`src/rtl/wbc_rr_arbiter.sv`:
```
// -----------------------------------------------------------------------------
// wbc_rr_arbiter
// Round-robin arbiter for the control WISHBONE bus. NM masters (0 = PCI,
// 1 = TURF, 2 = HK) share one slave-side port that feeds the shared-bus
// decoder. A master keeps the grant for its whole cyc tenure, so locked
// multi-access sequences are never split. A watchdog ends a stalled strobe
// with an error while the grant is kept.
//
// Ports
//   clk_i, rst_n_i            control bus clock, async active-low reset
//   m_cyc_i/stb_i/we_i        per-master cycle, strobe, write enable
//   m_adr_i/dat_i/sel_i       per-master address/data/selects, master k in
//                             slice [k*W +: W]
//   m_ack_o/err_o/rty_o       responses, only the granted master's bit set
//   m_dat_o                   read data broadcast to all masters
//   s_cyc_o .. s_sel_o        slave-side request, muxed from the grant
//   s_ack_i/err_i/rty_i/dat_i slave responses and read data
//   grant_o                   one-hot registered grant (zero when idle)
//   timeout_o                 one-cycle pulse when the watchdog fires
//   state_o                   FSM state (0 = IDLE, 1 = BUSY)
//
// Handshake: a transfer is requested while cyc and stb are both high and
// completes in the cycle the slave returns ack, err or rty while stb is high.
// Responses seen while stb is low are ignored. cyc framing alone owns the
// grant: dropping cyc ends the tenure in that same cycle.
// -----------------------------------------------------------------------------
module wbc_rr_arbiter #(
  parameter int NM      = 3,
  parameter int AW      = 20,
  parameter int DW      = 32,
  parameter int TIMEOUT = 255
) (
  input  logic                 clk_i,
  input  logic                 rst_n_i,
  input  logic [NM-1:0]        m_cyc_i,
  input  logic [NM-1:0]        m_stb_i,
  input  logic [NM-1:0]        m_we_i,
  input  logic [NM*AW-1:0]     m_adr_i,
  input  logic [NM*DW-1:0]     m_dat_i,
  input  logic [NM*DW/8-1:0]   m_sel_i,
  output logic [NM-1:0]        m_ack_o,
  output logic [NM-1:0]        m_err_o,
  output logic [NM-1:0]        m_rty_o,
  output logic [DW-1:0]        m_dat_o,
  output logic                 s_cyc_o,
  output logic                 s_stb_o,
  output logic                 s_we_o,
  output logic [AW-1:0]        s_adr_o,
  output logic [DW-1:0]        s_dat_o,
  output logic [DW/8-1:0]      s_sel_o,
  input  logic                 s_ack_i,
  input  logic                 s_err_i,
  input  logic                 s_rty_i,
  input  logic [DW-1:0]        s_dat_i,
  output logic [NM-1:0]        grant_o,
  output logic                 timeout_o,
  output logic                 state_o
);

  localparam int SW = DW / 8;
  localparam int GW = (NM > 1) ? $clog2(NM) : 1;
  // Counter value seen in the stalled cycle that is the TIMEOUT-th one.
  localparam logic [15:0] WD_LAST = 16'(TIMEOUT - 1);

  typedef enum logic {IDLE = 1'b0, BUSY = 1'b1} state_t;

  state_t          state_q, state_d;
  logic [NM-1:0]   grant_q, grant_d;
  logic [GW-1:0]   gidx_q, gidx_d;
  logic [GW-1:0]   ptr_q, ptr_d;
  logic [15:0]     wd_q, wd_d;

  logic            busy;
  logic            cyc_g;
  logic            stb_raw;
  logic            resp;
  logic            stalled;
  logic            wd_fire;
  logic            found;
  int              sel_idx;

  assign busy    = (state_q == BUSY);
  assign cyc_g   = m_cyc_i[gidx_q];
  assign stb_raw = busy & cyc_g & m_stb_i[gidx_q];
  assign resp    = s_ack_i | s_err_i | s_rty_i;
  assign stalled = stb_raw & ~resp;
  // Any response in the terminal cycle masks the watchdog, so ack wins.
  assign wd_fire = stalled & (wd_q == WD_LAST);

  // Slave-side request, muxed from the granted master.
  assign s_cyc_o = busy & cyc_g;
  assign s_stb_o = stb_raw & ~wd_fire;
  assign s_we_o  = busy & m_we_i[gidx_q];
  assign s_adr_o = busy ? m_adr_i[gidx_q*AW +: AW] : '0;
  assign s_dat_o = busy ? m_dat_i[gidx_q*DW +: DW] : '0;
  assign s_sel_o = busy ? m_sel_i[gidx_q*SW +: SW] : '0;

  // Responses gated with the raw strobe: late responses after cyc/stb drop
  // never reach a master. grant_q is zero outside BUSY.
  assign m_ack_o   = (stb_raw & s_ack_i) ? grant_q : '0;
  assign m_err_o   = ((stb_raw & s_err_i) | wd_fire) ? grant_q : '0;
  assign m_rty_o   = (stb_raw & s_rty_i) ? grant_q : '0;
  assign m_dat_o   = s_dat_i;
  assign timeout_o = wd_fire;
  assign grant_o   = grant_q;
  assign state_o   = busy;

  always_comb begin
    state_d = state_q;
    grant_d = grant_q;
    gidx_d  = gidx_q;
    ptr_d   = ptr_q;
    wd_d    = '0;
    found   = 1'b0;
    sel_idx = 0;
    case (state_q)
      IDLE: begin
        // First requester at or after the pointer, wrapping modulo NM.
        for (int i = 0; i < NM; i++) begin
          sel_idx = (int'(ptr_q) + i) % NM;
          if (!found && m_cyc_i[sel_idx]) begin
            found            = 1'b1;
            gidx_d           = GW'(sel_idx);
            grant_d          = '0;
            grant_d[sel_idx] = 1'b1;
            state_d          = BUSY;
          end
        end
      end
      BUSY: begin
        if (!cyc_g) begin
          state_d = IDLE;
          grant_d = '0;
          ptr_d   = (int'(gidx_q) == NM - 1) ? '0 : GW'(gidx_q + 1'b1);
        end else if (stalled && !wd_fire) begin
          wd_d = wd_q + 16'd1;
        end
      end
      default: begin
        state_d = IDLE;
        grant_d = '0;
      end
    endcase
  end

  always_ff @(posedge clk_i or negedge rst_n_i) begin
    if (!rst_n_i) begin
      state_q <= IDLE;
      grant_q <= '0;
      gidx_q  <= '0;
      ptr_q   <= '0;
      wd_q    <= '0;
    end else begin
      state_q <= state_d;
      grant_q <= grant_d;
      gidx_q  <= gidx_d;
      ptr_q   <= ptr_d;
      wd_q    <= wd_d;
    end
  end

endmodule

```
`config.mk`:
```
export PLATFORM = sky130hd
export DESIGN_NAME = wbc_rr_arbiter
export DESIGN_NICKNAME = d
export VERILOG_FILES = /design/src/rtl/wbc_rr_arbiter.sv
export SDC_FILE = /design/constraint.sdc
export NUM_CORES = 1
export LEC_CHECK = 0
export ABC_AREA = 1
export BUFFER_PORTS_ARGS = -buffer_cell sky130_fd_sc_hd__buf_2
export CAP_MARGIN = 0
export CORE_AREA = 2 2 122 124
export CTS_CLUSTER_DIAMETER = 60
export DETAILED_ROUTE_END_ITERATION = 8
export DIE_AREA = 0 0 124 126
export PLACE_DENSITY = 0.52
export SETUP_SLACK_MARGIN = 0.05
export SYNTH_ARGS = -nofsm -noshare
export SYNTH_HDL_FRONTEND = slang
export SYNTH_SLANG_ARGS = --single-unit
```
`constraint.sdc`:
```
create_clock -name clk_i -period 2 [get_ports clk_i]
set_clock_uncertainty 0.2 [all_clocks]
set_input_delay 0.4 -clock clk_i [delete_from_list [all_inputs] [get_ports clk_i]]
set_output_delay 0.4 -clock clk_i [all_outputs]
set_load 0.1 [all_outputs]
```
* Word level (Yosys, flattened, before mapping)
Index checks and enable logic that the tools add are counted.
Word-level totals: output and inout port bits 105, logic and storage cells 103, flip-flop bits (word level) 24
Cells by class: multiply operators 1, equality and inequality tests 4, muxes and demuxes 47, add/subtract/negate cells 4, bitwise logic cells 16, reduce and logical (&&, ||, !) cells 13, order comparisons 7, div/mod/pow operators 3, shift-type cells 3
Operators by type and width (number):
- >= comparator 32 x 1 -> 1 bit, second input constant | 3
- < comparator 32 x 4 -> 1 bit, second input constant | 3
- variable part select 96 x 8 -> 32 bit | 1
- modulo 32 x 3 -> 32 bit, second input constant | 2
- variable part select 60 x 8 -> 20 bit | 1
- two-way mux 16 bit | 3
- modulo 3 x 3 -> 32 bit, second input constant | 1
- two-way mux 32 bit | 1
- two-way mux 3 bit | 7
- two-way mux 20 bit | 1
- two-way mux 1 bit | 19
- adder 16 x 1 -> 16 bit, second input constant | 1
- equality test 16 x 8 -> 1 bit, second input constant | 1
- binary-select mux 1 bit (select 2 bit) | 6
- variable part select 12 x 5 -> 4 bit | 1
- AND 1 bit | 9
- two-way mux 2 bit | 4
- demux 1 bit (select 2 bit) | 3
- logical AND 1 bit | 6
- case mux 3 bit (2 select lines) | 1
- AND reduction 2 bit | 3
- multiplier 2 x 3 -> 5 bit, second input constant | 1
- two-way mux 4 bit | 1
- inequality test 4 bit, second input constant | 1
- other kinds (11) | 18

* Depth between registers and ports, before layout
Gate-level depths: netlist of run 1.
depth in word-level cells 14, gate-level depth with buffers 12, gate-level depth less buffers 12

* Worst setup path before layout of run 1
OpenSTA, ideal clock, no wires.
kind register to output, start reg state_q, in the netlist state_o, end out s_stb_o, slack -2.295 ns, stages on the path, launching flop included 5, path buffers 1, arrival 3.695 ns, cells stage by stage dfrtp_1 > clkbuf_1 > nand2_1 > nor2_4 > a21boi_0
Between the ends: longest elaborated chain between the ends 6
Ends and longest elaborated chain:
- start, declared | line 67 | state_t state_q, state_d;
- start signal, assigned | line 154 | state_q <= state_d;
- AND 1 bit (*) (2 in series) | line 84 | assign stb_raw = busy & cyc_g & m_stb_i[gidx_q];
- AND 1 bit | line 86 | assign stalled = stb_raw & ~resp;
- AND 1 bit | line 88 | assign wd_fire = stalled & (wd_q == WD_LAST);
- NOT 1 bit | line 92 | assign s_stb_o = stb_raw & ~wd_fire;
- AND 1 bit (*) | line 92
- end, declared | line 46 | output logic s_stb_o,
Mark *: on every way between the ends. The rest lies on a longest branch, timed or not.

* Worst setup path in the final report of run 1
start reg gidx_q[0], end out m_err_o[0]
Between the ends: longest elaborated chain between the ends 8
Ends and longest elaborated chain:
- start, declared | line 69 | logic [GW-1:0] gidx_q, gidx_d;
- start signal, assigned | line 156 | gidx_q <= gidx_d;
- binary-select mux 1 bit (select 2 bit) | line 83 | assign cyc_g = m_cyc_i[gidx_q];
- two-way mux 1 bit (implied by the code) | line 83
- AND 1 bit | line 84
- AND 1 bit (*) | line 84
- AND 1 bit | line 86
- AND 1 bit | line 88
- bitwise OR 1 bit (*) | line 101 | assign m_err_o = ((stb_raw & s_err_i) | wd_fire) ? grant_q : '0;
- two-way mux 3 bit (*) | line 101
- end, declared | line 42 | output logic [NM-1:0] m_err_o,
Mark *: on every way between the ends. The rest lies on a longest branch, timed or not. The select of a mux whose other input is x is not followed.

==> impl_summary.md, run 1 <==
Clocking
Counting along the longest clock path gives a buffer depth of 2. The clock latency reported for the late side of the worst-skew pair is approximately 0.26 ns. The number of H-tree branching levels is 1. The clock tree from TritonCTS is done.

After clock tree synthesis, the clock-pin slew on the worst setup and hold paths is 0.07 ns. CTS saw 24 sinks. Clock tree synthesis inserted a total of 3 buffers. The root buffer selected by CTS is sky130_fd_sc_hd__clkbuf_16.

Critical path
The terminus of the critical flop-to-flop path is wd_q[4]. STA classifies the critical path endpoint as an output port. Along the worst path, the maximum fanout reaches 6. The setup check on the worst reg-to-reg path leaves a slack of roughly 0.02 ns. The cell family contributing the most delay on the critical path is simple AND/OR/NAND/NOR gates.

Counting both buffers and inverters, the worst setup path holds a total of 2. Walking the worst path, the cells encountered are nor2_4 -> nand2_2 -> nand3_2 -> nand2_4 -> nor2_4 -> buf_12 -> nand3_4 -> a21oi_4 -> buf_12. The data required time of the worst path is 1.40 ns. The critical path class is reg2out. The number of cells on the worst reg-to-reg path is 10. The arrival time at the worst endpoint is about 1.9 ns. For this design, the slowest cell found on the critical path is sky130_fd_sc_hd__dfrtp_2. The delay of the slowest cell on the worst path is 0.47 ns. The worst setup path is launched from a flop.

The critical register-to-register path startpoint is gidx_q[0].

GRT
The leftover overflow at the end of global routing is 0. The wire length of the first global-routing pass is 21530 um. The initial antenna violation count came to 2. The number of global-route vias before repair is 3999.

In the global route stage, overall resource usage came out at 0.1750. The largest net degree at the start of global routing is 36.

Synth
Summing every instance area after synthesis gives 3331 sq um. For this run, the register share of the synthesized area comes to 0.1803. The number of distinct library cell variants in the gate-level netlist after synthesis is 23. The synthesized design spends more area on one cell type than any other, namely sky130_fd_sc_hd__nand2_1.

The net count after synthesis is 859. By area the synthesized netlist is led by sky130_fd_sc_hd__nand2_1, sky130_fd_sc_hd__dfrtp_1, sky130_fd_sc_hd__nand3_1. Of the post-synthesis cell area, the dominant cell type holds 0.3336.

The average instance area after synthesis is around 5.2 sq um. The total of warnings raised by yosys is 0. The register bit total from synthesis is 24. Synthesis produced a netlist whose cell count is 639.

Outcome
The flow ran to the end, but the final reports show violations. The checks that failed: setup timing.

Flow run
The number of max-capacitance violations reported is 0.

Worst hold path
The launch point of the worst hold path is wd_q[0]. The worst hold path passes through 2 cells. The destination of the worst hold path is wd_q[0].

The path class of the tightest hold or removal check is reg2reg.

Layout
The most frequent standard cell in the layout excluding fill and tap cells is sky130_fd_sc_hd__nand2_1. The filler cells instantiated in the layout total 1510. The number of nets in the layout is 1118.

For this run, the number of standard cells in the final layout without fillers is 1082. The multi-input combinational cells in the finished layout cover a total of 2277 sq um. The share of post-route cells with drive strength above 1 is 0.4872. The top cell types in the final layout, fill and taps aside, are sky130_fd_sc_hd__nand2_1, sky130_fd_sc_hd__buf_2, sky130_fd_sc_hd__nand3_1. The layout overhead on the synthesized area is 99.32%. The area used by sequential logic in the layout is 610.6 sq um.

Floorplanning
The placement row count is 44. The area of the die is 15620 sq um. The floorplan step set the die width to 124 um. The initial core utilization is 0.2327. The top-level I/O count is 319. After floorplanning, the core was sized to cover around 14000 sq um. The die is ~130 um tall.

Placement
Routability-driven placement finished with a final weighted congestion of just under 0.9. The placed wire-length estimate after detailed placement is 12140 um. Including well taps, the total number of placed cells is 1073. The number of I/O port buffers is approximately 250.

STA
In this run the tightest slew margin relative to its limit is 0.6277. Setup violations remaining at the end of the flow were counted as 69. In the finished design, the share of the clock period the worst path needs comes to 1.228. The final setup slack of the worst path is -0.4567 ns.

Hold is met by 0.3315 ns. Setup repair after global routing could not meet its margin everywhere. The transition at the pin with the smallest max-transition slack is 0.5584 ns.

The post-route minimum period is 2.457 ns. The final hold violation count was 0. The setup TNS is -23.44 ns. The number of max-slew violations in the final report is 0.

The fmax is 0.4071 GHz.

Routing
The final layout contains routed wiring with a total length of 14470 um. After detailed routing, the number of vias per cell comes to 4.295. The number of remaining DRC errors is 0. The initial DRC count is 177. The post-detailed-route wirelength per cell is 13.37 um. The number of nets still failing antenna checks after routing is 0. The count of TritonRoute iterations in the first routing pass is 4.

For this block, the via count after detailed routing is 4647.

Pwr
The total power of the final layout is 13560 uW. The cell leakage power is approximately 0.0031 uW. The largest voltage drop on the vdd net is a little under 1 mV. The areal power density over the cells is a little over 2000 nW/um^2.
[through the flow]
| step | instance area [sq um] | worst slack (ns) | util |
|---|---|---|---|
| 2_1_floorplan | 3715 | -0.4417 | - |
| 3_3_place_gp | 6404 | -0.2841 | 0.4474 |
| 3_5_place_dp | 6404 | -0.3089 | 0.4474 |
| 4_1_cts | 6605 | -0.4466 | 0.4615 |
| 5_1_grt | 6639 | -0.5622 | 0.4638 |
| 6_report | 6639 | -0.4567 | 0.4638 |
[synthesized netlist by cell type, drive strengths merged]
library cell	n
clkbuf	13
o22ai	1
xnor2	2
nor2	47
ha	6
inv	91
xor2	6
a21oi	5
nor3	6
nand3	87
nand4	4
nand2	296
dfrtp	24
a21boi	1
o21ai	5
buf	45
[cell type report]
class	instances	share of cell area
Inverter	91	0.08406
Antenna cell	1	0.0003769
Multi-Input combinational cell	466	0.3430
Clock buffer	4	0.01338
Tap cell	184	0.03468
Sequential cell	24	0.09197
Timing Repair Buffer	312	0.4325
[repair_timing]
| item | in CTS | in global routing |
|---|---|---|
| pin swaps | 17 | 15 |
| setup endpoints to repair | 90 | 91 |
| cloned | 0 | 0 |
| endpoints found under the hold margin | 24 | 0 |
| setup buffers | 2 | 1 |
| hold buffers | 1 | 0 |
| resized for setup | 20 | 8 |
[report_power, final]
group / switching [uW] / total (uW) / internal [uW]
clock network: 178 / 484 / 306
registers: 99.4 / 677 / 578
logic: 8210 / 12400 / 4190
[worst register-to-register path: cells and delay by family, from the launching register on]
kind / cells / cell delay (ns)
AND/OR/NAND/NOR: 7 / 0.90
buffers and inverters: 3 / 0.35
flip-flops: 1 / 0.47
[worst max path at each step]
stage               startpoint          to  slack, ns  depth (start not counted)
finish               gidx_q[0]  m_err_o[0]      -0.46                          9
global route         gidx_q[1]  m_err_o[0]      -0.56                          9
CTS                  gidx_q[0]  m_err_o[0]      -0.45                          9
detailed placement   gidx_q[0]  m_rty_o[1]      -0.31                          8
global placement     gidx_q[0]  m_ack_o[1]      -0.28                          8
floorplan              state_o  m_err_o[0]      -0.44                          5
[per-layer routing]
layer	track usage	share of wire	vias to the layer above
li1	-	-	2414
met1	0.2156	0.40	2047
met2	0.3142	0.50	158
met3	0.03306	0.077	26
met4	0.03569	0.013	2
met5	0	0.00090	-
[cells by family (layout without fill, tap and decap cells)]
family	Yosys count	count (layout)	share of synthesized area
other cells	0	1	0
flops	24	24	0.1803
fa+ha+maj	6	6	0.02254
simple gates	440	440	0.5481
xor+xnor	8	8	0.02104
compound gates	12	12	0.01916
buf+inv	149	407	0.2089
[registers in the layout, indices dropped and copies added (netlist names)]
register  count
wd_q         16
grant_o       3
gidx_q        2
ptr_q         2
state_o       1
No activity file was read; power rests on OpenSTA's default activity.
==> inputs of run 2 (changes only) <==
- CORE_AREA: 2 2 122 124 -> 2 2 123 125
- DIE_AREA: 0 0 124 126 -> 0 0 125 127
- PLACE_DENSITY: 0.52 -> 0.51
- clock period: 2 -> 3.2 ns (I/O delays scaled with it)
==> impl_summary.md, run 2 (synthesis results as in run 1) <==
Outcome
The flow ran to the end, and the final reports show no timing, DRC or antenna violations.

Critical path
Of all nets on the critical path, the largest fanout is 4. The slowest stage of the critical path belongs to the cell sky130_fd_sc_hd__dfrtp_1. The critical register-to-register path startpoint is ptr_q[0]. The family with the most delay on the worst path is simple AND/OR/NAND/NOR gates. Data on the critical path arrives at its endpoint at 1.98 ns. The delay of the slowest cell on the worst path is a little over 0.4 ns. The critical path startpoint category is a flop. The number of cells on the worst reg-to-reg path is 11.

The critical path goes through inv_1 -> ha_1 -> inv_1 -> nor3_1 -> nand2_1 -> nor2_1 -> nand3_1 -> a21oi_2 -> buf_12. The critical path's most frequent cell is sky130_fd_sc_hd__inv_1. For the worst setup path, the data required time is 2.36 ns. The number of buffers and inverters on the critical path is 3.

The worst-case register-to-register setup slack is 1.08 ns. The kind of end point of the critical path is an output port. The worst register-to-register path ends at gidx_q[1]. The critical path class is reg2out.

Routing
The count of TritonRoute iterations in the first routing pass is 5. The detailed router finished its first iteration with 208 violations. The final layout contains routed wiring with a total length of 13280 um.

Once detail routing completed, the nets flagged for antenna violations numbered 0. In the routed layout, each cell is associated on average with a via count of 4.265. In the routed design, unresolved DRC markers number 0. After detailed routing, the average wire length per cell comes to 12.88 um.

Summing over every cut layer, the via total after detailed routing is 4397.

Clocking
The TritonCTS sink count is 24. The number of H-tree branching levels is 1. The tree is rooted in a sky130_fd_sc_hd__clkbuf_16. The number of setup buffers added after CTS is 0. The later pin in the worst-skew pair is clocked with a latency of 0.26 ns.

In this run, CTS created clock tree buffers numbering 3. TritonCTS built the clock tree. The clock passes through at most 2 buffers.

The clock transition at the register clock pins on the worst setup and hold paths after CTS is 0.06 ns. Hold repair after CTS inserted 0 buffers. Gates resized during post-CTS repair numbered 0.

STA
Setup repair after global routing left no endpoint under its margin. The transition at the pin with the smallest max-transition slack is 0.5418 ns. Static timing analysis puts the maximum clock frequency at 0.3544 GHz. Adding up every negative setup slack in the final design gives 0 ns. The number of max-slew violations in the final report came to 0. The relative slew slack is 0.6388. In the finished design, the share of the clock period the worst path needs comes to 0.8819. The post-route minimum period is between 2 and 3 ns. Setup violations remaining at the end of the flow were counted as 0. The final hold violation count is 0.

GRT
The total overflow left after global routing is 0. The number of global-route vias before repair is 4187. Entering global routing, the biggest net connects 58 pins. The first global-routing pass estimated 21060 um of wire. The initial antenna violation count is 2. The total global-route track usage is 0.1600.

Layout
The most frequent standard cell in the layout excluding fill and tap cells is sky130_fd_sc_hd__nand2_1. The top cell types in the final layout, fill and taps aside, are sky130_fd_sc_hd__nand2_1, sky130_fd_sc_hd__buf_2, sky130_fd_sc_hd__inv_1. The number of flip-flops in the largest register is 16. The number of nets in the layout is 1068. Relative to the synthesized area, the layout overhead comes to 72.84%. The register with the most flip-flops in the final layout is wd_q.

The end-of-flow core utilization is 0.3991. The share of post-route cells with drive strength above 1 is 0.3495. The diode insertion count for antenna repair is 0.

Pwr
Dividing total power by cell area gives a power density of between 1000 and 1500 nW/um^2. The worst-case IR drop observed on VDD is 0.5973 mV. The cell leakage power is 0.003270 uW.

Floorplanning
The floorplan step defined a die boundary enclosing 15880 sq um. The die is about 130 um wide. The die is 127 um tall. Row generation in the floorplan step produced 44 rows. The top-level I/O count is 319. The standard cell core area is 14420 sq um. For this configuration, the core starts out at a cell density of 0.2309.

Worst hold path
The min-delay analysis places its worst path in the category in2async.

Placement
The congestion estimate from routability-driven global placement came to 0.8209. The count of buffers added on input and output ports is 254. The placed wire-length estimate after detailed placement is approximately 11000 um.

Flow run
The number of max-capacitance violations reported is 0.
## run 2: changes by cell type in the layout (fill, tap and decap cells not counted), sizes merged
| cell | delta |
|---|---|
| clkinvlp | -57 |
| diode | -1 |
| dlygate4sd3 | -1 |
| inv | +57 |
| buf | -49 |
## run 2: how the worst max path moves through the flow
| stage | from | to | depth (start not counted) |
|---|---|---|---|
| after global routing | wd_q[0] | m_err_o[0] | 9 |
| final | wd_q[0] | m_err_o[1] | 9 |
| after CTS | gidx_q[0] | m_err_o[1] | 8 |
| after global placement | m_cyc_i[2] | m_err_o[1] | 8 |
| after floorplan | s_ack_i | m_err_o[0] | 3 |
| after detailed placement | m_cyc_i[2] | m_err_o[1] | 8 |
## run 2: layout make-up
| class | instances | area, sq um |
|---|---|---|
| clock buffers | 4 | 88.84 |
| flip-flops and latches | 24 | 601.8 |
| well taps | 184 | 230.2 |
| inverters | 91 | 341.6 |
| fillers | 1614 | 8667 |
| repair buffers | 262 | 2380 |
| multi-input cells | 466 | 2115 |
## run 2: through the flow
stage / area [sq um] / hold WS [ns] / total power (uW) / instances / setup slack (ns)
3_3_place_gp: 5668 / 0.2706 / 7368 / 1027 / 0.4488
2_1_floorplan: 3400 / 0.1444 / 5096 / 639 / 0.01465
4_1_cts: 5757 / 0.1945 / 7673 / 1031 / 0.3473
5_1_grt: 5757 / 0.2168 / 7997 / 1031 / 0.1517
3_5_place_dp: 5668 / 0.2854 / 7363 / 1027 / 0.4247
6_report: 5757 / 0.1590 / 7603 / 1031 / 0.3780
## run 2: power breakdown
| group | leakage [uW] | switching (uW) | internal (uW) |
|---|---|---|---|
| registers | 0.000322 | 48.2 | 353 |
| logic | 0.00290 | 4770 | 2130 |
| clock network | 0.0000442 | 110 | 191 |
| total | 0.00327 | 4930 | 2670 |
## run 2: metal layers
layer	vias up	global-route usage	share of wire
met2	174	0.2983	0.51
li1	2305	-	-
met3	26	0.03266	0.068
met1	1888	0.1884	0.40
met5	-	0	0.0020
met4	4	0.03725	0.017
==> inputs of run 3 (changes only) <==
- PLACE_DENSITY: 0.51 -> 0.58
==> impl_summary.md, run 3 (synthesis results as in run 1) <==
GRT
Entering global routing, the biggest net connects 61 pins. The number of global-route vias before repair came to 4003. The initial antenna violation count is 1. Across every metal layer, demand over resource in global routing totals 0.1531. The leftover overflow at the end of global routing is 0.

The wire length of the first global-routing pass is 20250 um.

Placement
The placed wire-length estimate after detailed placement is 10570 um. The number of I/O port buffers is 254. The placer congestion estimate is 0.8323.

Layout
The number of antenna diodes in the final layout is 0. The most frequent standard cell in the layout excluding fill and tap cells is sky130_fd_sc_hd__nand2_1. The layout overhead on the synthesized area is 73.59%. For this run, the share of the core covered by cells in the final layout is 0.4009. In the layout the commonest cells are sky130_fd_sc_hd__nand2_1, sky130_fd_sc_hd__buf_2, sky130_fd_sc_hd__inv_1. The number of nets in the layout is 1068. The number of flip-flops in the largest register is 16. Of the cells placed in the final design, the portion with a size suffix greater than 1 is 0.3495. The register bank with the most flops is wd_q.

Floorplanning
The placement row count is 44. The chip width is between 100 and 150 um. Measured along the y axis, the die boundary spans around 130 um. The initial utilization of the core area, before any placement, comes to 0.2309. The floorplan step defined a die boundary enclosing approximately 16000 sq um. 319 I/O pins were placed. The standard cell core area is 14420 sq um.

STA
Summed over all failing endpoints, the final setup total negative slack is 0 ns. The final hold violation count is 0. Setup repair after global routing left no endpoint under its margin. The fmax is approximately 0.35 GHz.

The relative slew slack is 0.6543. The number of failing setup endpoints in the final timing report is 0. The transition at the pin with the smallest max-transition slack is 0.5185 ns. The number of max-slew violations in the final report is 0. The fraction of the cycle the final worst path needs is 0.8919.

The post-route minimum period is approximately 2.9 ns.

Critical path
The worst register-to-register path begins at ptr_q[0]. The largest fanout of any net on the critical path is 4. The critical path class is reg2out. The worst-case register-to-register setup slack is 1.08 ns.

Measured in cells, the most critical reg-to-reg path has a length of 11. The critical path startpoint category is a flop. STA puts the critical path data arrival time at 2.01 ns.

The worst setup path is captured at an output port. The data required time of the worst path is 2.36 ns. In this run the critical register-to-register path is captured at gidx_q[1].

Clocking
Counting the buffers created by CTS gives 3. The clock transition at the register clock pins on the worst setup and hold paths after CTS is 0.06 ns. For the worst-skew pair, the clock arrives at the later sink with an insertion delay of around 0.26 ns. CTS built an H-tree with a depth of 1.

No sink is reached through more buffers than the 2 on the longest clock path. The number of gates resized after CTS is 0. After clock tree synthesis, the flow added hold-fix buffers numbering 0. The TritonCTS sink count is 24.

The tree is rooted in a sky130_fd_sc_hd__clkbuf_16. The clock tree from TritonCTS is done. Post-CTS timing repair inserted 0 buffers for setup.

Routing
Once detail routing completed, the nets flagged for antenna violations numbered 0. The post-detailed-route wirelength per cell is 12.37 um. In the routed design, unresolved DRC markers number 0. Using the TritonRoute via totals, the vias-per-cell ratio works out to about 4.3. The count of TritonRoute iterations in the first routing pass is 4. The initial DRC count is ~280. Wires add up to around 13000 um. Summing over every cut layer, the via total after detailed routing is 4398.

Worst hold path
The worst hold path belongs to the class in2async.

Pwr
Across the VDD grid, the largest voltage drop is 0.4852 mV. For this design the static power due to leakage is between 0.003 and 0.004 uW. Power spread over the standard cell area amounts to 1320 nW/um^2.

Flow run
Across the run, the number of max-cap violations was 0.

Outcome
The flow ran to the end, and the final reports show no timing, DRC or antenna violations.
[run 3: cell types whose count changed in the layout (fill, tap and decap cells not counted)]
cell and delta:
sky130_fd_sc_hd__buf_4 -2, sky130_fd_sc_hd__buf_12 +2
[run 3: where the power goes]
| part | total, uW | internal [uW] | switching (uW) | leakage (uW) |
|---|---|---|---|---|
| registers | 407 | 353 | 53.2 | 0.000322 |
| clock network | 297 | 191 | 106 | 0.0000442 |
| logic | 6930 | 2170 | 4760 | 0.00291 |
| total | 7630 | 2710 | 4920 | 0.00328 |
[run 3: worst max path at each step]
stage	from	to	slack [ns]
3_3_place_gp	m_cyc_i[2]	m_err_o[2]	0.44
5_1_grt	gidx_q[0]	m_err_o[0]	0.19
2_1_floorplan	s_ack_i	m_err_o[0]	0.01
6_report	wd_q[0]	m_err_o[0]	0.35
3_5_place_dp	m_cyc_i[2]	m_err_o[1]	0.42
4_1_cts	gidx_q[0]	m_err_o[1]	0.34
[run 3: final cells by class]
class | count | area, sq um
well taps | 184 | 230.2
repair buffers | 262 | 2405
fillers | 1535 | 8642
clock buffers | 4 | 88.84
inverters | 91 | 341.6
multi-input cells | 466 | 2115
flip-flops and latches | 24 | 601.8
[run 3: routing by layer]
layer,vias up,global-route usage,share of wire
met4,2,0.03464,0.017
met1,1890,0.1942,0.41
met2,184,0.2778,0.50
met5,-,0,0.0010
li1,2305,-,-
met3,17,0.01926,0.063
[run 3: through the flow]
stage	area, sq um	hold slack (ns)	setup slack (ns)	total power, uW	cells
after detailed placement	5693	0.2869	0.4240	7398	1027
after global placement	5693	0.2710	0.4376	7385	1027
after floorplan	3400	0.1444	0.01465	5096	639
final	5782	0.1507	0.3458	7632	1031
after CTS	5782	0.1751	0.3362	7703	1031
after global routing	5782	0.1929	0.1864	8043	1031
[run 3: critical path: stages (launching register included)]
cell and delay (ns):
sky130_fd_sc_hd__dfrtp_1 0.41, sky130_fd_sc_hd__inv_1 0.07, sky130_fd_sc_hd__ha_1 0.13, sky130_fd_sc_hd__inv_1 0.05, sky130_fd_sc_hd__nor3_1 0.18, sky130_fd_sc_hd__nand2_1 0.08
sky130_fd_sc_hd__nor2_1 0.22, sky130_fd_sc_hd__nand3_1 0.20, sky130_fd_sc_hd__a21oi_2 0.23, sky130_fd_sc_hd__buf_12 0.19
